[src/rtl/ldu_dcache_bank_req_receiver.sv]
// ============================================================================
//  Module      : ldu_dcache_bank_req_receiver
//  Description : Responder end of the load-unit REQ interface for one dcache
//                bank. Buffers accepted load requests (first halves and
//                misaligned second halves) in a small in-order FIFO, presents
//                the head to the bank tag-lookup stage and drives a registered
//                early-ready back to the sender.
//  Revision    : 1.0 - initial release
// ============================================================================
`default_nettype none

module ldu_dcache_bank_req_receiver #(
    parameter int BANK_ID                   = 0,
    parameter int REQ_BUFFER_SIZE           = 2,
    parameter int VPN_WIDTH                 = 20,
    parameter int PO_WIDTH                  = 12,
    parameter int LOG_LDU_CQ_ENTRIES        = 4,
    parameter int DCACHE_WORD_ADDR_BANK_BIT = 0,
    parameter int BANK_CHECK_EN             = 0
) (
    input  logic                                   CLK,
    input  logic                                   RST,

    input  logic                                   REQ_valid,
    input  logic                                   REQ_is_mq,
    input  logic                                   REQ_misaligned,
    input  logic [VPN_WIDTH-1:0]                   REQ_VPN,
    input  logic [PO_WIDTH-3:0]                    REQ_PO_word,
    input  logic [3:0]                             REQ_byte_mask,
    input  logic [LOG_LDU_CQ_ENTRIES-1:0]          REQ_cq_index,
    output logic                                   REQ_early_ready,

    input  logic                                   bank_stall,
    input  logic                                   mshr_full,
    input  logic                                   flush,

    output logic                                   deq_valid,
    output logic                                   deq_is_mq,
    output logic                                   deq_misaligned,
    output logic [VPN_WIDTH-1:0]                   deq_VPN,
    output logic [PO_WIDTH-3:0]                    deq_PO_word,
    output logic [3:0]                             deq_byte_mask,
    output logic [LOG_LDU_CQ_ENTRIES-1:0]          deq_cq_index,
    input  logic                                   deq_ready,

    output logic [$clog2(REQ_BUFFER_SIZE+1)-1:0]   count,
    output logic                                   mq_pending
);

    localparam int CNT_W = $clog2(REQ_BUFFER_SIZE + 1);
    localparam int PTR_W = $clog2(REQ_BUFFER_SIZE);
    localparam int ENT_W = 2 + VPN_WIDTH + (PO_WIDTH - 2) + 4 + LOG_LDU_CQ_ENTRIES;

    // Entry storage; only the occupied window [head, head+count) is meaningful.
    logic [ENT_W-1:0] r_mem [REQ_BUFFER_SIZE];

    logic [PTR_W-1:0] r_head;
    logic [PTR_W-1:0] r_tail;
    logic [CNT_W-1:0] r_count;
    logic             r_ready;
    logic             r_mq_pending;
    logic             r_protocol_err;

    logic             w_enq;
    logic             w_deq;
    logic [CNT_W-1:0] w_count_next;
    logic [ENT_W-1:0] w_enq_entry;
    logic [ENT_W-1:0] w_head_entry;

    // Pointer advance with wrap at the buffer depth (depth need not be 2^n).
    function automatic logic [PTR_W-1:0] ptr_inc(input logic [PTR_W-1:0] p);
        return (p == PTR_W'(REQ_BUFFER_SIZE - 1)) ? '0 : p + PTR_W'(1);
    endfunction

    // Handshake qualification and occupancy update.
    always_comb begin
        w_enq        = REQ_valid & r_ready & ~flush;
        w_deq        = (r_count != '0) & deq_ready & ~flush;
        w_count_next = flush ? '0 : (r_count + CNT_W'(w_enq) - CNT_W'(w_deq));
        w_enq_entry  = {REQ_is_mq, REQ_misaligned, REQ_VPN, REQ_PO_word,
                        REQ_byte_mask, REQ_cq_index};
        // Fields are forced to zero while empty so the head never shows stale data.
        w_head_entry = (r_count != '0) ? r_mem[r_head] : '0;
    end

    assign deq_valid       = (r_count != '0);
    assign {deq_is_mq, deq_misaligned, deq_VPN, deq_PO_word,
            deq_byte_mask, deq_cq_index} = w_head_entry;
    assign count           = r_count;
    assign REQ_early_ready = r_ready;
    assign mq_pending      = r_mq_pending;

    // Write accepted request at the tail slot.
    always_ff @(posedge CLK) begin
        if (w_enq) begin
            r_mem[r_tail] <= w_enq_entry;
        end
    end

    // Pointers, occupancy, registered ready and misaligned-pair tracking.
    always_ff @(posedge CLK) begin
        if (RST) begin
            r_head         <= '0;
            r_tail         <= '0;
            r_count        <= '0;
            r_ready        <= 1'b0;
            r_mq_pending   <= 1'b0;
            r_protocol_err <= 1'b0;
        end else begin
            r_count <= w_count_next;
            // Ready looks at next occupancy so the sender never overfills us.
            r_ready <= ~bank_stall & ~mshr_full &
                       (w_count_next < CNT_W'(REQ_BUFFER_SIZE));

            if (flush) begin
                r_head <= '0;
                r_tail <= '0;
            end else begin
                if (w_enq) r_tail <= ptr_inc(r_tail);
                if (w_deq) r_head <= ptr_inc(r_head);
            end

            // A new first half sets pending even if a stale value is present.
            if (flush) begin
                r_mq_pending <= 1'b0;
            end else if (w_enq & REQ_misaligned & ~REQ_is_mq) begin
                r_mq_pending <= 1'b1;
            end else if (w_enq & REQ_is_mq) begin
                r_mq_pending <= 1'b0;
            end

            // Second half arriving without an outstanding first half.
            if (w_enq & REQ_is_mq & ~r_mq_pending) begin
                r_protocol_err <= 1'b1;
            end
        end
    end

    // Simulation checks on sender protocol and bank routing.
    always_ff @(posedge CLK) begin
        if (!RST) begin
            assert (!r_protocol_err);
            if (BANK_CHECK_EN != 0 && w_enq) begin
                assert (REQ_PO_word[DCACHE_WORD_ADDR_BANK_BIT] == 1'(BANK_ID));
            end
        end
    end

endmodule

`default_nettype wire

[config.mk]
export PLATFORM = sky130hd
export DESIGN_NAME = ldu_dcache_bank_req_receiver
export DESIGN_NICKNAME = d
export VERILOG_FILES = /design/src/rtl/ldu_dcache_bank_req_receiver.sv
export SDC_FILE = /design/constraint.sdc
export NUM_CORES = 1
export LEC_CHECK = 0
export CAP_MARGIN = 0
export CORE_MARGIN = 2
export CORE_UTILIZATION = 40
export DETAILED_ROUTE_END_ITERATION = 10
export PLACE_DENSITY = 0.69
export SLEW_MARGIN = 25
export SYNTH_ARGS = -nofsm -noshare
export SYNTH_HDL_FRONTEND = slang
export SYNTH_SLANG_ARGS = --single-unit
export TNS_END_PERCENT = 30
[constraint.sdc]
create_clock -name CLK -period 6.5 [get_ports CLK]
set_clock_uncertainty 0.1 [all_clocks]
set_input_delay 0.975 -clock CLK [delete_from_list [all_inputs] [get_ports CLK]]
set_output_delay 0.975 -clock CLK [all_outputs]
set_load 0.03 [all_outputs]
==> metrics.md, run 1 <==
| Metric | Value |
|---|---|
| XOR/XNOR Fraction of Synth Area | `0.0106` |
| Post-DP HPWL | `3800 um` |
| Startpoint types | `register` |
| Largest net degree at the start of global routing | `42` |
| GP Congestion | `0.722` |
| Antenna violations before repair | `0` |
| Row count | `33` |
| Worst path top cell family by delay | `buffers and inverters` |
| Crit path cell chain | `buf_4 -> mux2i_1 -> nor2_1 -> clkdlybuf4s50_1` |
| Setup bufs post-CTS | `0` |
| CTS Buffer Depth | `2` |
| Vias in the first global route | `1795` |
| Synth Net Count | `252` |
| Worst setup EP type | `output port` |
| Crit path buf inv count | `2` |
| Synth Area in Simple Gates | `0.0669` |
| Post-route ant nets | `0` |
| CTS tree | `built` |
| Slew at the pin closest to its max-slew limit | `0.873 ns` |
| Pre-CTS setup slack | `3.20 ns` |
| Setup-failing EPs final | `0` |
| Post-synth ARST share | `0` |
| Initial Utilization | `0.407` |
| Num CTS Buffers | `9` |
| Count of different cell masters after synthesis | `20` |
| Post-synthesis mux area share | `0.121` |
| Power density of the placed cells | `222 mW/mm2` |
| Post-DP Area | `0.00438 mm2` |
| Hold Buf Count CTS | `0` |
| Flops & latches, synth | `87` |
| First drt pass iteration count | `4` |
| H-tree Lvls | `3` |
| DRC | `0` |
| Fin Setup TNS | `0 ns` |
| Hold WS | `0.447 ns` |
| Placed Instances | `392` |
| # nets final | `347` |
| N_diodes | `0` |
| Max_slew headroom | `0.417` |
| Full die area | `0.00901 mm2` |
| Max Cap Viol | `0` |
| Final worst setup slack | `2.96 ns` |
| Final Hold Viols | `0` |
| Clk slew on worst S/H paths | `0.08 ns` |
| Synthesis-to-finish area growth | `38.1%` |
| Worst EP arrival | `2.47 ns` |
| Io pins | `92` |
| CP required | `5.42 ns` |
| Root Buffer | `clkbuf_8` |
| Synth area leaders | `edfxtp_1 73%, mux2i_1 12%, nor2_1 5.0%` |
| Via/cell ratio | `4.59` |
| Largest family of logic cells by synthesized area | `multiplexers` |
| Cts repair resizes | `0` |
| Most frequent cells in the layout | `91 x clkdlybuf4s50_1, 80 x edfxtp_1, 41 x nor2_1, 40 x mux2i_1, 9 x clkbuf_8` |
| DIE WIDTH | `94.9 um` |
| Total GRT Usage | `0.131` |
| Hold Path Class | `register to register` |
| Critical path class | `register to output port` |
| Post-route cell area | `0.00457 mm2` |
| CORE AREA | `0.00813 mm2` |
| RSZ-0062 raised after global routing | `no` |
| Iter 0 DRT Violations | `63` |
| Period utilization | `0.545` |
| CP Max Fanout | `23` |
| Fraction of layout cells with a size suffix above 1 | `0.0759` |
| Maximum vdd drop | `0.147 mV` |
| Sequential share of the synthesized area | `0.769` |
| Post-Syn Area per Cell | `16.3 um2` |
| Post-synthesis compound-gate area fraction | `0.00794` |
| Port Buffer Count | `91` |
| Status | `completed` |
| Pins Over Slew Limit | `0` |
| DR vias | `1874` |
| First-pass GRT wire length | `8630 um` |
| Synth top area share | `0.726` |
| DR WL/cell | `13.7 um` |
| DRT Wirelength | `5580 um` |
| Worst path slowest cell | `dfxtp_2` |
| Ys Warns | `0` |
| Pleak | `0.00143 uW` |
| Largest stage delay on the critical path | `0.69 ns` |
| Ys flop type | `edfxtp_1` |
| Clock Sink Count | `87` |
| Fin cells | `408` |
| Synth Instances | `203` |
| Post-synth EDFFs | `80` |
| Worst skew pair latency | `0.34 ns` |
| Adder-Cell Fraction of Synth Area | `0.00756` |
| Yosys top cell by area | `edfxtp_1` |
| Most common cell after layout, fill and taps aside | `clkdlybuf4s50_1` |
| Post-synthesis instance area | `0.00331 mm2` |
| Die height | `94.9 um` |
| Tmin final | `3.54 ns` |
| FMAX | `0.282 GHz` |
| GRT overflow | `0` |
tightest hold or removal path: cells and delay by family, from the launching register on:
family	cells	cell delay, ns
flops	1	0.32
compound gates	1	0.14
simple gates	1	0.05
per-layer routing:
layer	wire, um	GRT usage
met5	0	0
met4	68	0.0652
met3	362	0.0359
met2	2850	0.221
met1	2290	0.155
worst paths after layout:
kind                                 start               to  slack (ns)  cells after the start
worst max-delay path              register   deq_PO_word[5]        2.96                      4
worst min-delay path            mq_pending       mq_pending        0.45                      2
worst max register to register    count[1]  REQ_early_ready        4.43                      8
worst min register to register  mq_pending       mq_pending        0.45                      2
area by class of cell:
cell class	count	area (um2)
fillers	675	3570
clock inverters	6	61.3
flip-flops and latches	87	2540
well taps	105	131
clock buffers	10	128
inverters	4	15.0
repair buffers	94	958
multi-input cells	102	731
cell usage after synthesis (2+ instances only):
cell	number
buf_2	4
dfxtp_1	7
inv_1	4
nor2_1	44
edfxtp_1	80
nor3_1	3
xnor2_1	3
clkbuf_1	6
ha_1	2
mux2i_1	40
power breakdown:
| group | total, uW | internal, uW | switching, uW |
|---|---|---|---|
| clock network | 351 | 176 | 175 |
| logic | 48.4 | 30.2 | 18.2 |
| registers | 615 | 613 | 1.25 |
cell families (layout without fill, tap and decap cells):
group                      Yosys count  count (layout)
muxes                               40              40
DFF                                 87              87
xor gates and xnor gates             4               4
buffers and inverters               14             114
and+or+nand+nor                     53              53
adders and majority gates            2               2
AOI/OAI and AO/OA                    3               3
through the flow:
stage / power (uW) / util
floorplan: 638 / -
global placement: 675 / 0.533
detailed placement: 677 / 0.538
CTS: 1030 / 0.562
global route: 1050 / 0.562
finish: 1010 / 0.562
flip-flops by register name (all words and copies together) (netlist names), named ones only:
signal           flops
r_mem               80
count                2
REQ_early_ready      1
mq_pending           1
r_head               1
r_tail               1
Note: power is estimated with default switching activity, not from simulation.
==> run 2, diff against run 1 <==
--- a/config.mk
+++ b/config.mk
@@ -9,7 +9,7 @@
 export CORE_MARGIN = 2
 export CORE_UTILIZATION = 40
 export DETAILED_ROUTE_END_ITERATION = 10
-export PLACE_DENSITY = 0.69
+export PLACE_DENSITY = 0.71
 export SLEW_MARGIN = 25
 export SYNTH_ARGS = -nofsm -noshare
 export SYNTH_HDL_FRONTEND = slang
==> constraint.sdc (replaced) <==
create_clock -name CLK -period 2.95 [get_ports CLK]
set_clock_uncertainty 0.1 [all_clocks]
set_input_delay 0.4425 -clock CLK [delete_from_list [all_inputs] [get_ports CLK]]
set_output_delay 0.4425 -clock CLK [all_outputs]
set_load 0.03 [all_outputs]
==> run 2 against run 1 <==
Clock power grew 100%. Largest power group unchanged. Total power grew 110%. Critical endpoint is now deq_cq_index[2]. Wire length grew 4.3%. Design area grew 0.11%. Core utilization grew 0.061 points. Sequential cell count is the same. Sequential power grew 120%. Global-route usage grew 0.31 points. Non-clock buffer count grew 4. Die area is the same. Worst setup slack lost 2.8 ns.
==> metrics.md, run 2 (synthesis results as in run 1) <==
| Metric | Value |
|---|---|
| H-tree Lvls | `3 (unchanged)` |
| Max Cap Viol | `0 (unchanged)` |
| DIE WIDTH | `94.9 um (unchanged)` |
| M1 WL | `2460 um (+7.2%)` |
| CTS Buffer Depth | `2 (unchanged)` |
| WL met2 | `2880 um (+0.98%)` |
| Max_slew headroom | `0.377 (-0.0394)` |
| Vias in the first global route | `1928 (+7.4%)` |
| First-pass GRT wire length | `8960 um (+3.8%)` |
| Top sig layer | `met4` |
| DR WL/cell | `14.1 um (+3.3%)` |
| Most common cell after layout, fill and taps aside | `clkdlybuf4s50_1` |
| DR vias | `1926 (+2.8%)` |
| Fill cells | `686 (+1.6%)` |
| Worst EP arrival | `2.25 ns (-0.22 ns)` |
| # nets final | `351 (+1.2%)` |
| First drt pass iteration count | `3 (-1)` |
| Crit path cell chain | `nor2_4 -> nor2_1 -> clkdlybuf4s50_1` |
| Final Hold Viols | `0 (unchanged)` |
| Port Buffer Count | `91 (unchanged)` |
| Synthesis-to-finish area growth | `38.2%` |
| Total power draw | `2180 uW (+110%)` |
| Clk slew on worst S/H paths | `0.08 ns (about the same)` |
| Slew at the pin closest to its max-slew limit | `0.932 ns (+0.0589 ns)` |
| CP required | `2.41 ns (-3.01 ns)` |
| CTS tree | `built` |
| Met3 WL post-DR | `337 um (-6.9%)` |
| Antenna violations before repair | `0 (unchanged)` |
| Worst path slowest cell | `nor2_4` |
| Largest net degree at the start of global routing | `42 (unchanged)` |
| Die height | `94.9 um (unchanged)` |
| Row count | `33 (unchanged)` |
| Total GRT Usage | `0.135 (+0.00310)` |
| Setup-failing EPs final | `0 (unchanged)` |
| Tmin final | `2.79 ns` |
| FMAX | `0.358 GHz` |
| Io pins | `92 (unchanged)` |
| Iter 0 DRT Violations | `46 (-27%)` |
| DRC | `0 (unchanged)` |
| Core Util, Final | `0.562 (+0.000615)` |
| Most frequent cells in the layout | `84 x clkdlybuf4s50_1, 80 x edfxtp_1, 41 x nor2_1, 40 x mux2i_1, 9 x clkbuf_8` |
| Startpoint types | `register` |
| Via/cell ratio | `4.67 (+1.8%)` |
| Largest reg by FF count | `r_mem` |
| Max reg flops | `80 (unchanged)` |
| R2R depth | `8 (unchanged)` |
| Largest stage delay on the critical path | `0.75 ns (+0.06 ns)` |
| Full die area | `0.00901 mm2 (unchanged)` |
| Hold path depth | `2 (unchanged)` |
| N_diodes | `0 (unchanged)` |
| Worst skew pair latency | `0.34 ns (about the same)` |
| Post-DP HPWL | `3850 um (+1.4%)` |
| RSZ-0062 raised after global routing | `no` |
| Critical path class | `register to output port` |
| Period utilization | `0.946` |
| Post-route ant nets | `0 (unchanged)` |
| Hold Buf Count CTS | `0 (unchanged)` |
| Hold Path Class | `register to register` |
| Root Buffer | `clkbuf_8` |
| CORE AREA | `0.00813 mm2 (unchanged)` |
| CP Max Fanout | `41 (+78%)` |
| Worst setup EP type | `output port` |
| Maximum vdd drop | `0.239 mV (+63%)` |
| DRT Wirelength | `5820 um (+4.3%)` |
| Initial Utilization | `0.407 (unchanged)` |
| Num CTS Buffers | `9 (unchanged)` |
| GRT overflow | `0 (unchanged)` |
| Fraction of layout cells with a size suffix above 1 | `0.0912 (+0.0153)` |
| Status | `completed` |
| GP Congestion | `0.730 (+1.2%)` |
| Power density of the placed cells | `476 mW/mm2 (+110%)` |
| Pins Over Slew Limit | `0 (unchanged)` |
| Pleak | `0.00157 uW (+10%)` |
| Clock Sink Count | `87 (unchanged)` |
## run 2: per-stage QoR
| stage | setup slack, ns | area, um2 | hold WS [ns] | TNS, ns | cells |
|---|---|---|---|---|---|
| after floorplan | -0.133 | 3310 | 0.411 | -10.65 | 203 |
| after global placement | 0.410 | 4380 | 0.443 | 0 | 396 |
| after detailed placement | 0.288 | 4380 | 0.440 | 0 | 396 |
| after CTS | 0.0710 | 4560 | 0.455 | 0 | 412 |
| after global routing | 0.00483 | 4570 | 0.472 | 0 | 412 |
| final | 0.159 | 4570 | 0.450 | 0 | 412 |
## run 2: layout make-up
type                       instances  area (um2)  share of cell area
sequential                        87        2540               0.556
clock buffer                       9         124              0.0271
multi-input combinational        102         731               0.160
inverter                           4        15.0             0.00328
timing repair buffer              98         981               0.215
tap                              105         131              0.0287
clock inverter                     7        47.5              0.0104
## run 2: metal layers
layer / vias up / track usage
met2: 58 / 0.228
met5: - / 0
met1: 918 / 0.153
met4: 0 / 0.0821
met3: 13 / 0.0335
li1: 937 / -
## run 2: worst max-delay path: cells and delay by family (launching register included)
family | cells | cell delay [ns]
buf+inv | 1 | 0.63
simple gates | 2 | 0.89
flops | 1 | 0.38
## run 2: timing repair
| action | 4_1_cts | 5_1_grt |
|---|---|---|
| setup endpoints to repair | 0 | 7 |
| gates resized for setup | 0 | 7 |
| setup buffers | 0 | 0 |
## run 2: final timing paths
kind / from / endpoint / slack (ns)
min: mq_pending / mq_pending / 0.45
min reg2reg: mq_pending / mq_pending / 0.45
max: count[1] / deq_cq_index[2] / 0.16
max reg2reg: count[1] / REQ_early_ready / 0.84
## run 2: where the power goes
group          internal, uW  switching, uW  leakage [uW]
Sequential             1350           2.57      0.000778
Clock                   307            411     0.0000874
Combinational          66.5           41.0      0.000707
